### config.mk
export PLATFORM = sky130hd
export DESIGN_NAME = minigame_sequencer
export DESIGN_NICKNAME = d
export VERILOG_FILES = /design/src/rtl/minigame_sequencer_pkg.sv /design/src/rtl/minigame_sequencer_contador_m.sv /design/src/rtl/minigame_sequencer.sv
export SDC_FILE = /design/constraint.sdc
export NUM_CORES = 1
export LEC_CHECK = 0
export BUFFER_PORTS_ARGS = -buffer_cell sky130_fd_sc_hd__buf_2
export CAP_MARGIN = 20
export CORE_AREA = 2 2 72 74
export CTS_CLUSTER_SIZE = 24
export DETAILED_ROUTE_END_ITERATION = 10
export DIE_AREA = 0 0 74 76
export PLACE_DENSITY = 0.66
export SLEW_MARGIN = 20
export SYNTH_ARGS = -nofsm -noshare
export SYNTH_HDL_FRONTEND = slang
export SYNTH_SLANG_ARGS = --single-unit
### constraint.sdc
create_clock -name clock -period 4.3 [get_ports clock]
set_input_delay 0.215 -clock clock [delete_from_list [all_inputs] [get_ports clock]]
set_output_delay 0.215 -clock clock [all_outputs]
set_load 0.05 [all_outputs]
### src/rtl/minigame_sequencer_pkg.sv
// Shared definitions for the minigame session sequencer.
//   - estado_t      : FSM state codes, also exported on the estado port
//   - MODO_*        : play mode codes sampled from the modo input
//   - INTERVAL_DEFAULT : default pause before each game start, in cycles
//   - cnt_width()   : register width for a down-counter that starts at M-1
package minigame_sequencer_pkg;

   typedef enum logic [2:0] {
      ST_INICIAL    = 3'd0,
      ST_PREPARACAO = 3'd1,
      ST_INTERVALO  = 3'd2,
      ST_START      = 3'd3,
      ST_EXECUCAO   = 3'd4,
      ST_ACUMULA    = 3'd5,
      ST_FIM        = 3'd6
   } estado_t;

   localparam logic MODO_SINGLE   = 1'b0;
   localparam logic MODO_MARATONA = 1'b1;

   localparam int INTERVAL_DEFAULT = 2000;

   // A counter loaded with M-1 needs at least one bit even when M is 1.
   function automatic int cnt_width(input int m);
      return (m > 1) ? $clog2(m) : 1;
   endfunction

endpackage

### src/rtl/minigame_sequencer_contador_m.sv
// contador_m: cycle timer for the sequencer.
// Down-counter with terminal-count flag. zera_s restarts the period (loads
// M-1), conta advances one step, fim is high on the M-th cycle counted after
// a restart. The counter parks at zero instead of wrapping.
// Ports:
//   clock    in  system clock
//   reset_in in  asynchronous active-low reset
//   zera_s   in  synchronous restart, has priority over conta
//   conta    in  count enable
//   fim      out terminal count reached
module contador_m
   import minigame_sequencer_pkg::*;
#(
   parameter int M = 4
) (
   input  logic clock,
   input  logic reset_in,
   input  logic zera_s,
   input  logic conta,
   output logic fim
);

   localparam int            W    = cnt_width(M);
   localparam logic [W-1:0]  LOAD = W'(M - 1);

   logic [W-1:0] cnt_q;

   always_ff @(posedge clock or negedge reset_in) begin
      if (!reset_in) begin
         cnt_q <= '0;
      end else if (zera_s) begin
         cnt_q <= LOAD;
      end else if (conta && (cnt_q != '0)) begin
         cnt_q <= cnt_q - W'(1);
      end
   end

   assign fim = (cnt_q == '0);

endmodule

### src/rtl/minigame_sequencer.sv
// minigame_sequencer: session controller for N_GAMES attached minigames.
// Starts the chosen game with a one-cycle pulse after a fixed pause, waits for
// the rising edge of its pronto line (optionally bounded by a timeout), adds
// its score to a saturating session total and, in marathon mode, walks
// through every game in index order.
//
// state       | meaning
// ------------+------------------------------------------------------------
// INICIAL     | idle after reset, waiting for iniciar
// PREPARACAO  | latch mode/difficulty/game, clear session; wait valid game
// INTERVALO   | pause of INTERVAL cycles before the start pulse
// START       | one-cycle jogar pulse to the active game
// EXECUCAO    | wait for pronto rising edge or timeout
// ACUMULA     | add round score, advance round/game
// FIM         | session over, results held until iniciar
//
// Ports:
//   clock, reset_in        clock and async active-low reset
//   iniciar                start/restart request
//   modo                   0 single game, 1 marathon
//   dificuldade            difficulty switch, latched per session
//   minigame               game index for single mode
//   pronto_vec             per-game completion levels
//   pontuacao_flat         per-game scores, game k at [k*SCORE_W +: SCORE_W]
//   jogar_vec              one-hot start pulse
//   game_sel               active game index
//   dificuldade_lat        latched difficulty
//   estado                 FSM state code
//   pontuacao_total        saturating session score
//   rodada                 rounds completed this session
//   fim_sessao             high in FIM
//   timeout                sticky, some round of this session timed out
module minigame_sequencer
   import minigame_sequencer_pkg::*;
#(
   parameter int N_GAMES     = 3,
   parameter int GAME_W      = 2,
   parameter int INTERVAL    = INTERVAL_DEFAULT,
   parameter int TIMEOUT_CYC = 0,
   parameter int SCORE_W     = 3,
   parameter int ACC_W       = 8
) (
   input  logic                         clock,
   input  logic                         reset_in,
   input  logic                         iniciar,
   input  logic                         modo,
   input  logic                         dificuldade,
   input  logic [GAME_W-1:0]            minigame,
   input  logic [N_GAMES-1:0]           pronto_vec,
   input  logic [N_GAMES*SCORE_W-1:0]   pontuacao_flat,
   output logic [N_GAMES-1:0]           jogar_vec,
   output logic [GAME_W-1:0]            game_sel,
   output logic                         dificuldade_lat,
   output logic [2:0]                   estado,
   output logic [ACC_W-1:0]             pontuacao_total,
   output logic [GAME_W-1:0]            rodada,
   output logic                         fim_sessao,
   output logic                         timeout
);

   localparam logic [GAME_W-1:0] N_GAMES_G = GAME_W'(N_GAMES);
   localparam logic [GAME_W-1:0] LAST_GAME = GAME_W'(N_GAMES - 1);

   estado_t              state_q, state_d;
   logic                 modo_q;
   logic                 dif_q;
   logic [GAME_W-1:0]    game_sel_q;
   logic [ACC_W-1:0]     total_q;
   logic [GAME_W-1:0]    rodada_q;
   logic                 timeout_q;
   logic                 round_to_q;
   logic                 pronto_q;

   logic                 pronto_sel;
   logic [SCORE_W-1:0]   score_sel;
   logic                 done_edge;
   logic                 intv_zera;
   logic                 intv_fim;
   logic                 tmo_fim;
   logic                 more_games;
   logic [ACC_W-1:0]     add_val;
   logic [ACC_W:0]       sum_ext;
   logic [ACC_W-1:0]     total_sat;

   // Pick the active game's pronto line and score; an out-of-range index
   // selects nothing.
   always_comb begin
      pronto_sel = 1'b0;
      score_sel  = '0;
      for (int k = 0; k < N_GAMES; k++) begin
         if (game_sel_q == GAME_W'(k)) begin
            pronto_sel = pronto_vec[k];
            score_sel  = pontuacao_flat[k*SCORE_W +: SCORE_W];
         end
      end
   end

   // pronto_q tracks the active line every cycle, so by EXECUCAO it holds the
   // level seen in START; a level left high by an earlier round never counts.
   assign done_edge  = pronto_sel & ~pronto_q;
   assign more_games = (modo_q == MODO_MARATONA) && (game_sel_q < LAST_GAME);

   assign add_val   = round_to_q ? '0 : ACC_W'(score_sel);
   assign sum_ext   = {1'b0, total_q} + {1'b0, add_val};
   assign total_sat = sum_ext[ACC_W] ? '1 : sum_ext[ACC_W-1:0];

   assign intv_zera = (state_d == ST_INTERVALO) && (state_q != ST_INTERVALO);

   contador_m #(.M(INTERVAL)) u_intervalo (
      .clock    (clock),
      .reset_in (reset_in),
      .zera_s   (intv_zera),
      .conta    (state_q == ST_INTERVALO),
      .fim      (intv_fim)
   );

   generate
      if (TIMEOUT_CYC > 0) begin : g_timeout
         contador_m #(.M(TIMEOUT_CYC)) u_timeout (
            .clock    (clock),
            .reset_in (reset_in),
            .zera_s   (state_q == ST_START),
            .conta    (state_q == ST_EXECUCAO),
            .fim      (tmo_fim)
         );
      end else begin : g_no_timeout
         assign tmo_fim = 1'b0;
      end
   endgenerate

   always_ff @(posedge clock or negedge reset_in) begin
      if (!reset_in) begin
         state_q <= ST_INICIAL;
      end else begin
         state_q <= state_d;
      end
   end

   always_comb begin
      state_d = state_q;
      case (state_q)
         ST_INICIAL: begin
            if (iniciar) state_d = ST_PREPARACAO;
         end
         ST_PREPARACAO: begin
            if ((modo == MODO_MARATONA) || (minigame < N_GAMES_G))
               state_d = ST_INTERVALO;
         end
         ST_INTERVALO: begin
            if (intv_fim) state_d = ST_START;
         end
         ST_START: begin
            state_d = ST_EXECUCAO;
         end
         ST_EXECUCAO: begin
            if (done_edge || tmo_fim) state_d = ST_ACUMULA;
         end
         ST_ACUMULA: begin
            state_d = more_games ? ST_INTERVALO : ST_FIM;
         end
         ST_FIM: begin
            if (iniciar) state_d = ST_PREPARACAO;
         end
         default: begin
            state_d = ST_INICIAL;
         end
      endcase
   end

   always_ff @(posedge clock or negedge reset_in) begin
      if (!reset_in) begin
         modo_q     <= MODO_SINGLE;
         dif_q      <= 1'b0;
         game_sel_q <= '0;
         total_q    <= '0;
         rodada_q   <= '0;
         timeout_q  <= 1'b0;
         round_to_q <= 1'b0;
         pronto_q   <= 1'b0;
      end else begin
         pronto_q <= pronto_sel;
         case (state_q)
            ST_PREPARACAO: begin
               modo_q     <= modo;
               dif_q      <= dificuldade;
               game_sel_q <= (modo == MODO_MARATONA) ? '0 : minigame;
               total_q    <= '0;
               rodada_q   <= '0;
               timeout_q  <= 1'b0;
            end
            ST_START: begin
               round_to_q <= 1'b0;
            end
            ST_EXECUCAO: begin
               // A completion in the same cycle as the timeout still scores.
               if (!done_edge && tmo_fim) begin
                  timeout_q  <= 1'b1;
                  round_to_q <= 1'b1;
               end
            end
            ST_ACUMULA: begin
               total_q  <= total_sat;
               rodada_q <= rodada_q + GAME_W'(1);
               if (more_games) game_sel_q <= game_sel_q + GAME_W'(1);
            end
            default: begin
            end
         endcase
      end
   end

   // Decoded from the state register, so reset clears the pulse immediately.
   always_comb begin
      jogar_vec = '0;
      if (state_q == ST_START) begin
         for (int k = 0; k < N_GAMES; k++) begin
            jogar_vec[k] = (game_sel_q == GAME_W'(k));
         end
      end
   end

   assign game_sel        = game_sel_q;
   assign dificuldade_lat = dif_q;
   assign estado          = state_q;
   assign pontuacao_total = total_q;
   assign rodada          = rodada_q;
   assign fim_sessao      = (state_q == ST_FIM);
   assign timeout         = timeout_q;

endmodule

== After elaboration in Yosys (flattened, before gate mapping) ==
Index checks and enable logic that the tools add are counted.

* Flip-flop bits (word level): 29
* Input bits: 19
* Output and inout port bits: 21
* Logic and storage cells: 60

* Add/sub/neg operators: 4
* Order comparisons: 2
* Eq/ne operators: 11
* Muxes and demuxes: 21
* Bitwise logic cells: 2
* Reduce and logical (&&, ||, !) cells: 12

{| class="wikitable"
|+ Operator list
! operator !! count
|-
| $mux W3 || 9
|-
| $mux W11 || 2
|-
| $pmux W3 S6 || 1
|-
| $pmux W8 S2 || 1
|-
| $logic_not A11 Y1 || 1
|-
| $reduce_bool A11 Y1 || 1
|-
| $sub A11 B1 Y11 const B || 1
|-
| $add A8 B3 Y9 || 1
|-
| $eq A3 B2 Y1 const B || 3
|-
| $eq A3 B3 Y1 const B || 3
|-
| $mux W8 || 1
|-
| $pmux W2 S2 || 2
|-
| $add A2 B1 Y2 const B || 2
|-
| $lt A2 B2 Y1 const B || 2
|-
| $mux W2 || 2
|-
| $reduce_bool A2 Y1 || 2
|-
| $eq A3 B1 Y1 const B || 1
|-
| $logic_and A1 B1 Y1 || 3
|-
| $logic_not A3 Y1 || 1
|-
| $mux W1 || 3
|-
| $ne A3 B2 Y1 const B || 1
|-
| $eq A2 B1 Y1 const B || 1
|-
| $eq A2 B2 Y1 const B || 1
|-
| $logic_not A2 Y1 || 1
|-
| other kinds (6) || 6
|}

== Longest topological paths before layout ==
* Word-level depth: 10
* Gate-level depth with buffers: 13
* Mapped depth without buffers: 13

== Modules after synthesis ==
From an unflattened synthesis, not the netlist that was laid out.

* Cells, all modules: 192
* Area, all modules: 1,850.5 sq um

{| class="wikitable"
|+ Modules (own cells, without submodules)
! module !! instances !! cells an instance !! area each (sq um) !! seq. area each (sq um)
|-
| minigame_sequencer || 1 || 134 || 1,222.4 || 450.4
|-
| contador_m || 1 || 58 || 628.1 || 275.3
|}

== Worst setup path after synthesis ==
OpenSTA, ideal clock, no wires.

* Path type: flip-flop to flip-flop
* Start point: register game_sel_q[1] (netlist: game_sel[1])
* End point: register total_q[3] (netlist: pontuacao_total[3])
* Library setup time: 0.086 ns
* Arrival: 2.905 ns
* Required time: 4.214 ns
* Path slack: 1.309 ns
* Cell stages (with the launch flop): 14
* Buffers on the path: 1
* Clock period less this slack: 2.991 ns
* Path through: dfrtp_1 -> inv_1 -> ha_1 -> clkbuf_1 -> nor2_1 -> a21oi_1 -> o21ai_0 -> ha_1 -> inv_1 -> fa_1 -> nand2b_1 -> a211oi_2 -> and3b_1 -> nor3_1

* Word-level cells in the longest chain between the ends: 7
* Elaborated cells on any way between the ends: 9
* Those cells by class: add/sub (1); eq/ne (2); mux (5); reduce/logical (1)

{| class="wikitable"
|+ RTL lines
! element !! RTL line !! RTL
|-
| start: declaration || minigame_sequencer.sv:67 || <nowiki>logic [GAME_W-1:0] game_sel_q;</nowiki>
|-
| start signal: assignment || minigame_sequencer.sv:186 || <nowiki>game_sel_q <= (modo == MODO_MARATONA) ? '0 : minigame;</nowiki>
|-
| start signal: assignment || minigame_sequencer.sv:204 || <nowiki>if (more_games) game_sel_q <= game_sel_q + GAME_W'(1);</nowiki>
|-
| $logic_not A2 Y1 || minigame_sequencer.sv:91 || <nowiki>if (game_sel_q == GAME_W'(k)) begin</nowiki>
|-
| $mux W3 (2 in series) || minigame_sequencer.sv:91 ||
|-
| $mux W3 * || minigame_sequencer.sv:91 ||
|-
| $add A8 B3 Y9 * || minigame_sequencer.sv:104 || <nowiki>assign sum_ext = {1'b0, total_q} + {1'b0, add_val};</nowiki>
|-
| $mux W8 * || minigame_sequencer.sv:105 || <nowiki>assign total_sat = sum_ext[ACC_W] ? '1 : sum_ext[ACC_W-1:0];</nowiki>
|-
| $pmux W8 S2 * || minigame_sequencer.sv:182 || <nowiki>case (state_q)</nowiki>
|-
| end signal: assignment || minigame_sequencer.sv:202 || <nowiki>total_q <= total_sat;</nowiki>
|-
| end: declaration || minigame_sequencer.sv:68 || <nowiki>logic [ACC_W-1:0] total_q;</nowiki>
|}

Mark *: on every way between the ends. The rest lies on a longest branch, timed or not.
A chain may end at the register's enable or synchronous reset.

== Final worst setup path ==
Same ends and word-level chain as after synthesis.

==> summary.txt <==
STA
  • Final hold violations: 0
  • Crit path time final: around 2.8 ns
  • Fmax: approximately 350 MHz
  • Slew Viols, Final: 0
  • Slew @ Worst Pin: roughly 0.68 ns
  • Rel. slew slack: between 50% and 60%
  • Setup violators final: 0
  • Period utilization: between 60% and 70%
  • Clk_skew: a little over 0.003 ns
  • Setup TNS: 0 ns
  • RSZ-0062 raised after global routing: false
  • Min Hold Slack: roughly 0.17 ns
  • Setup ws final: 1.47 ns

Floorplanning
  • Initial core utilization: between 30% and 40%
  • Core ar.: about 4900 um2
  • Die footprint: approximately 5600 um2
  • Die height: between 70 and 80 um
  • Die width: approximately 74 um
  • I/O pin count: 40
  • Row cnt: 26

Setup path
  • WS Path Type: flop to flop
  • Cell chain of the critical path: inv_1, ha_1, nor2_1, a21oi_1, o21ai_0, ha_1, inv_1, fa_1, nand2b_1, a211oi_2, and3b_1, nor3_1
  • CP delay by family, top: adder cells
  • Arrival @ worst endpoint: 3.02 ns
  • Critical path peak fanout: 9
  • Required @ worst endpoint: about 4.5 ns
  • WP buf/inv: 2
  • Element type at the critical path end: flop
  • Slowest stage cell, crit path: dfrtp_1
  • Startpoint Class: flop
  • Max incr delay on CP: between 0.4 and 0.5 ns

Finish
  • P&R area growth vs syn: 18.4%
  • Layout cell share with drive strength beyond 1: a little under a quarter
  • Register area: just over 700 um2
  • ANT cells: 0
  • Multi-input logic area: 1030 um2
  • Fin area: about 2200 um2
  • Fill cells: between 400 and 500
  • Nets: 270

Global route
  • Vias in the first global route: between 1,500 and 2,000
  • Largest net degree at the start of global routing: 30
  • Grt ovf: 0
  • Global-route wire length before repair: roughly 7500 um
  • GRT Util Overall: between 10% and 20%
  • Initial antenna violation count: 0

Routing
  • WL final: 4290 um
  • Routed wire per std cell: 13.7 um
  • Vias: ~1,600
  • Post-route ant nets: 0
  • DRT iter0 DRCs: approximately 110
  • Vias/cell: roughly 5.2
  • 1st-pass router iterations: 4
  • # DRC: 0

Clock tree
  • Cts hold-fix bufs: 1
  • Setup Fix Bufs, Post-CTS: 0
  • CTS root buffer: clkbuf_8
  • Cts repair resizes: 0
  • CTS tree: built
  • Clock sink count: 29
  • Clock-pin slew on the worst setup and hold paths: 0.06 ns
  • Htree depth: 2
  • Worst-Skew Late Latency: 0.28 ns
  • CTS Buf Count: 5
  • CTS max path bufs: 2

Synth
  • #FFs+latches synth: 29
  • Primary FF master, synth: dfrtp_1
  • Post-synthesis simple-gate area fraction: about 28%
  • Syn nets: about 230
  • Post-synth cell types: between 50 and 60
  • Post-synthesis cell count: approximately 210
  • Largest family of logic cells by synthesized area: simple AND/OR/NAND/NOR gates
  • Post-synth EDFFs: 0
  • Post-synthesis mux area share: under 10%
  • Mean post-synth cell area: between 8 and 9 um2
  • FFs w/ async S/R, synth: 100%
  • Synthesized area: between 1500 and 2000 um2
  • Post-Synth XOR/XNOR Area: 0.477%
  • Post-Synth Adder-Cell Area: around 6%
  • Sequential share of the synthesized area: roughly two fifths
  • Synth warn: 0
  • Synth Area in Compound Gates: around a fifth

Hold path
  • Hold WC Path Type: input pin to flop

Power
  • Leakage power: approximately 0.96 nW
  • PD cells: approximately 630 nW/um2
  • Peak VDD IR: roughly 0.27 mV

Place
  • HPWL Detailed: 2980 um
  • GPL Wtd Cong: 0.852
  • Cell Area, Placed: ~2100 um2
  • Pre-CTS setup slack: around 1.5 ns
  • I/O Buffers: 38

Status
  • Status: completed

Run
  • Max_cap viols: 0
flip-flops by register name (all words and copies together), names as in the netlist:
| register | count |
|---|---|
| pontuacao_total | 8 |
| game_sel | 2 |
| u_intervalo.cnt_q | 11 |
| modo_q | 1 |
| rodada | 2 |
| estado | 3 |
| pronto_q | 1 |
| dificuldade_lat | 1 |
power breakdown:
part | internal [mW] | switching (mW) | total, mW
sequential | 0.344 | 0.114 | 0.459
combinational | 0.219 | 0.453 | 0.672
clock | 0.127 | 0.102 | 0.228
final cells by class:
type,instances,share of cell area [%]
multi-input combinational,157,47.5
sequential,29,33.4
timing repair buffer,39,9.22
tap,70,4.03
clock buffer,7,3.97
inverter,11,1.90
synth_stat cells, drive strengths merged, types with 2 or more instances:
cell     n  area [um2]
a211oi   2        20.0
or4      2        18.8
a31oi    4        31.3
nand2   25        93.8
dfrtp   29         726
a22o     2        17.5
mux2i    2        20.0
nand4    2        12.5
buf      4        21.3
mux2     2        22.5
or3      2        13.8
o22ai    2        12.5
inv     11        41.3
or3b     2        17.5
nor4     4        55.1
and3     5        31.3
nand2b   5        31.3
nand3    6        35.0
nor2    15        56.3
nor3b    5        47.5
o21ai   16        83.8
and3b    2        17.5
a21oi   19        95.1
ha       7        87.6
nor3     4        20.0
clkbuf   4        15.0
nor2b    5        31.3
worst paths after layout:
kind,start,end,slack [ns],cells after the start
max,game_sel[1]$_DFFE_PN0P_,pontuacao_total[3]$_DFFE_PN0P_,1.47,12
min,dificuldade,dificuldade_lat$_DFFE_PN0P_,0.17,2
max reg2reg,game_sel[1]$_DFFE_PN0P_,pontuacao_total[3]$_DFFE_PN0P_,1.47,12
min reg2reg,dificuldade_lat$_DFFE_PN0P_,dificuldade_lat$_DFFE_PN0P_,0.50,1
max in group asynchronous,reset_in,rodada[1]$_DFFE_PN0P_,3.35,2
min in group asynchronous,reset_in,u_intervalo.cnt_q[9]$_DFFE_PN0P_,0.52,2
placed cells by master, fill, tap and decap left out, types with 2 or more instances in the layout:
cell | netlist | final
a22o_1 | 2 | 2
nand4_1 | 2 | 2
mux2_2 | 2 | 2
nand2_1 | 25 | 25
nor2b_1 | 5 | 5
nor3b_2 | 2 | 2
buf_2 | 2 | 38
clkbuf_8 | 0 | 6
nand2b_1 | 5 | 5
a31oi_1 | 3 | 3
or3b_1 | 2 | 2
o21ai_0 | 14 | 14
o22ai_1 | 2 | 2
nand3_1 | 5 | 5
and3_1 | 5 | 5
a21oi_1 | 19 | 19
dfrtp_1 | 29 | 29
mux2i_1 | 2 | 2
nor3b_1 | 3 | 3
nor4_4 | 2 | 2
nor4_1 | 2 | 2
nor3_1 | 4 | 4
nor2_1 | 15 | 15
ha_1 | 7 | 7
inv_1 | 11 | 11
and3b_1 | 2 | 2
metrics by stage:
step	cells	power [mW]	util [%]
floorplan	205	0.968	-
global placement	305	1.13	42.3
detailed placement	305	1.13	42.3
CTS	313	1.37	44.2
global route	313	1.47	44.2
finish	313	1.36	44.2
kinds of logic (layout without fill, tap and decap cells):
logic type | after synthesis | after routing
mux | 4 | 4
simple gates | 87 | 87
buf+inv | 19 | 57
fa+ha+maj | 8 | 8
other cells | 1 | 1
xor+xnor | 1 | 1
compound gates | 56 | 56
flops | 29 | 29
per-layer routing:
layer / vias to the layer above / track usage, % / share of wire [%]
met1: 778 / 22.9 / 47
met4: 0 / 5.45 / 1.1
met5: - / 0 / 0
met3: 4 / 4.10 / 4.5
li1: 809 / - / -
met2: 51 / 27.1 / 47
Note: power is estimated with default switching activity, not from simulation.
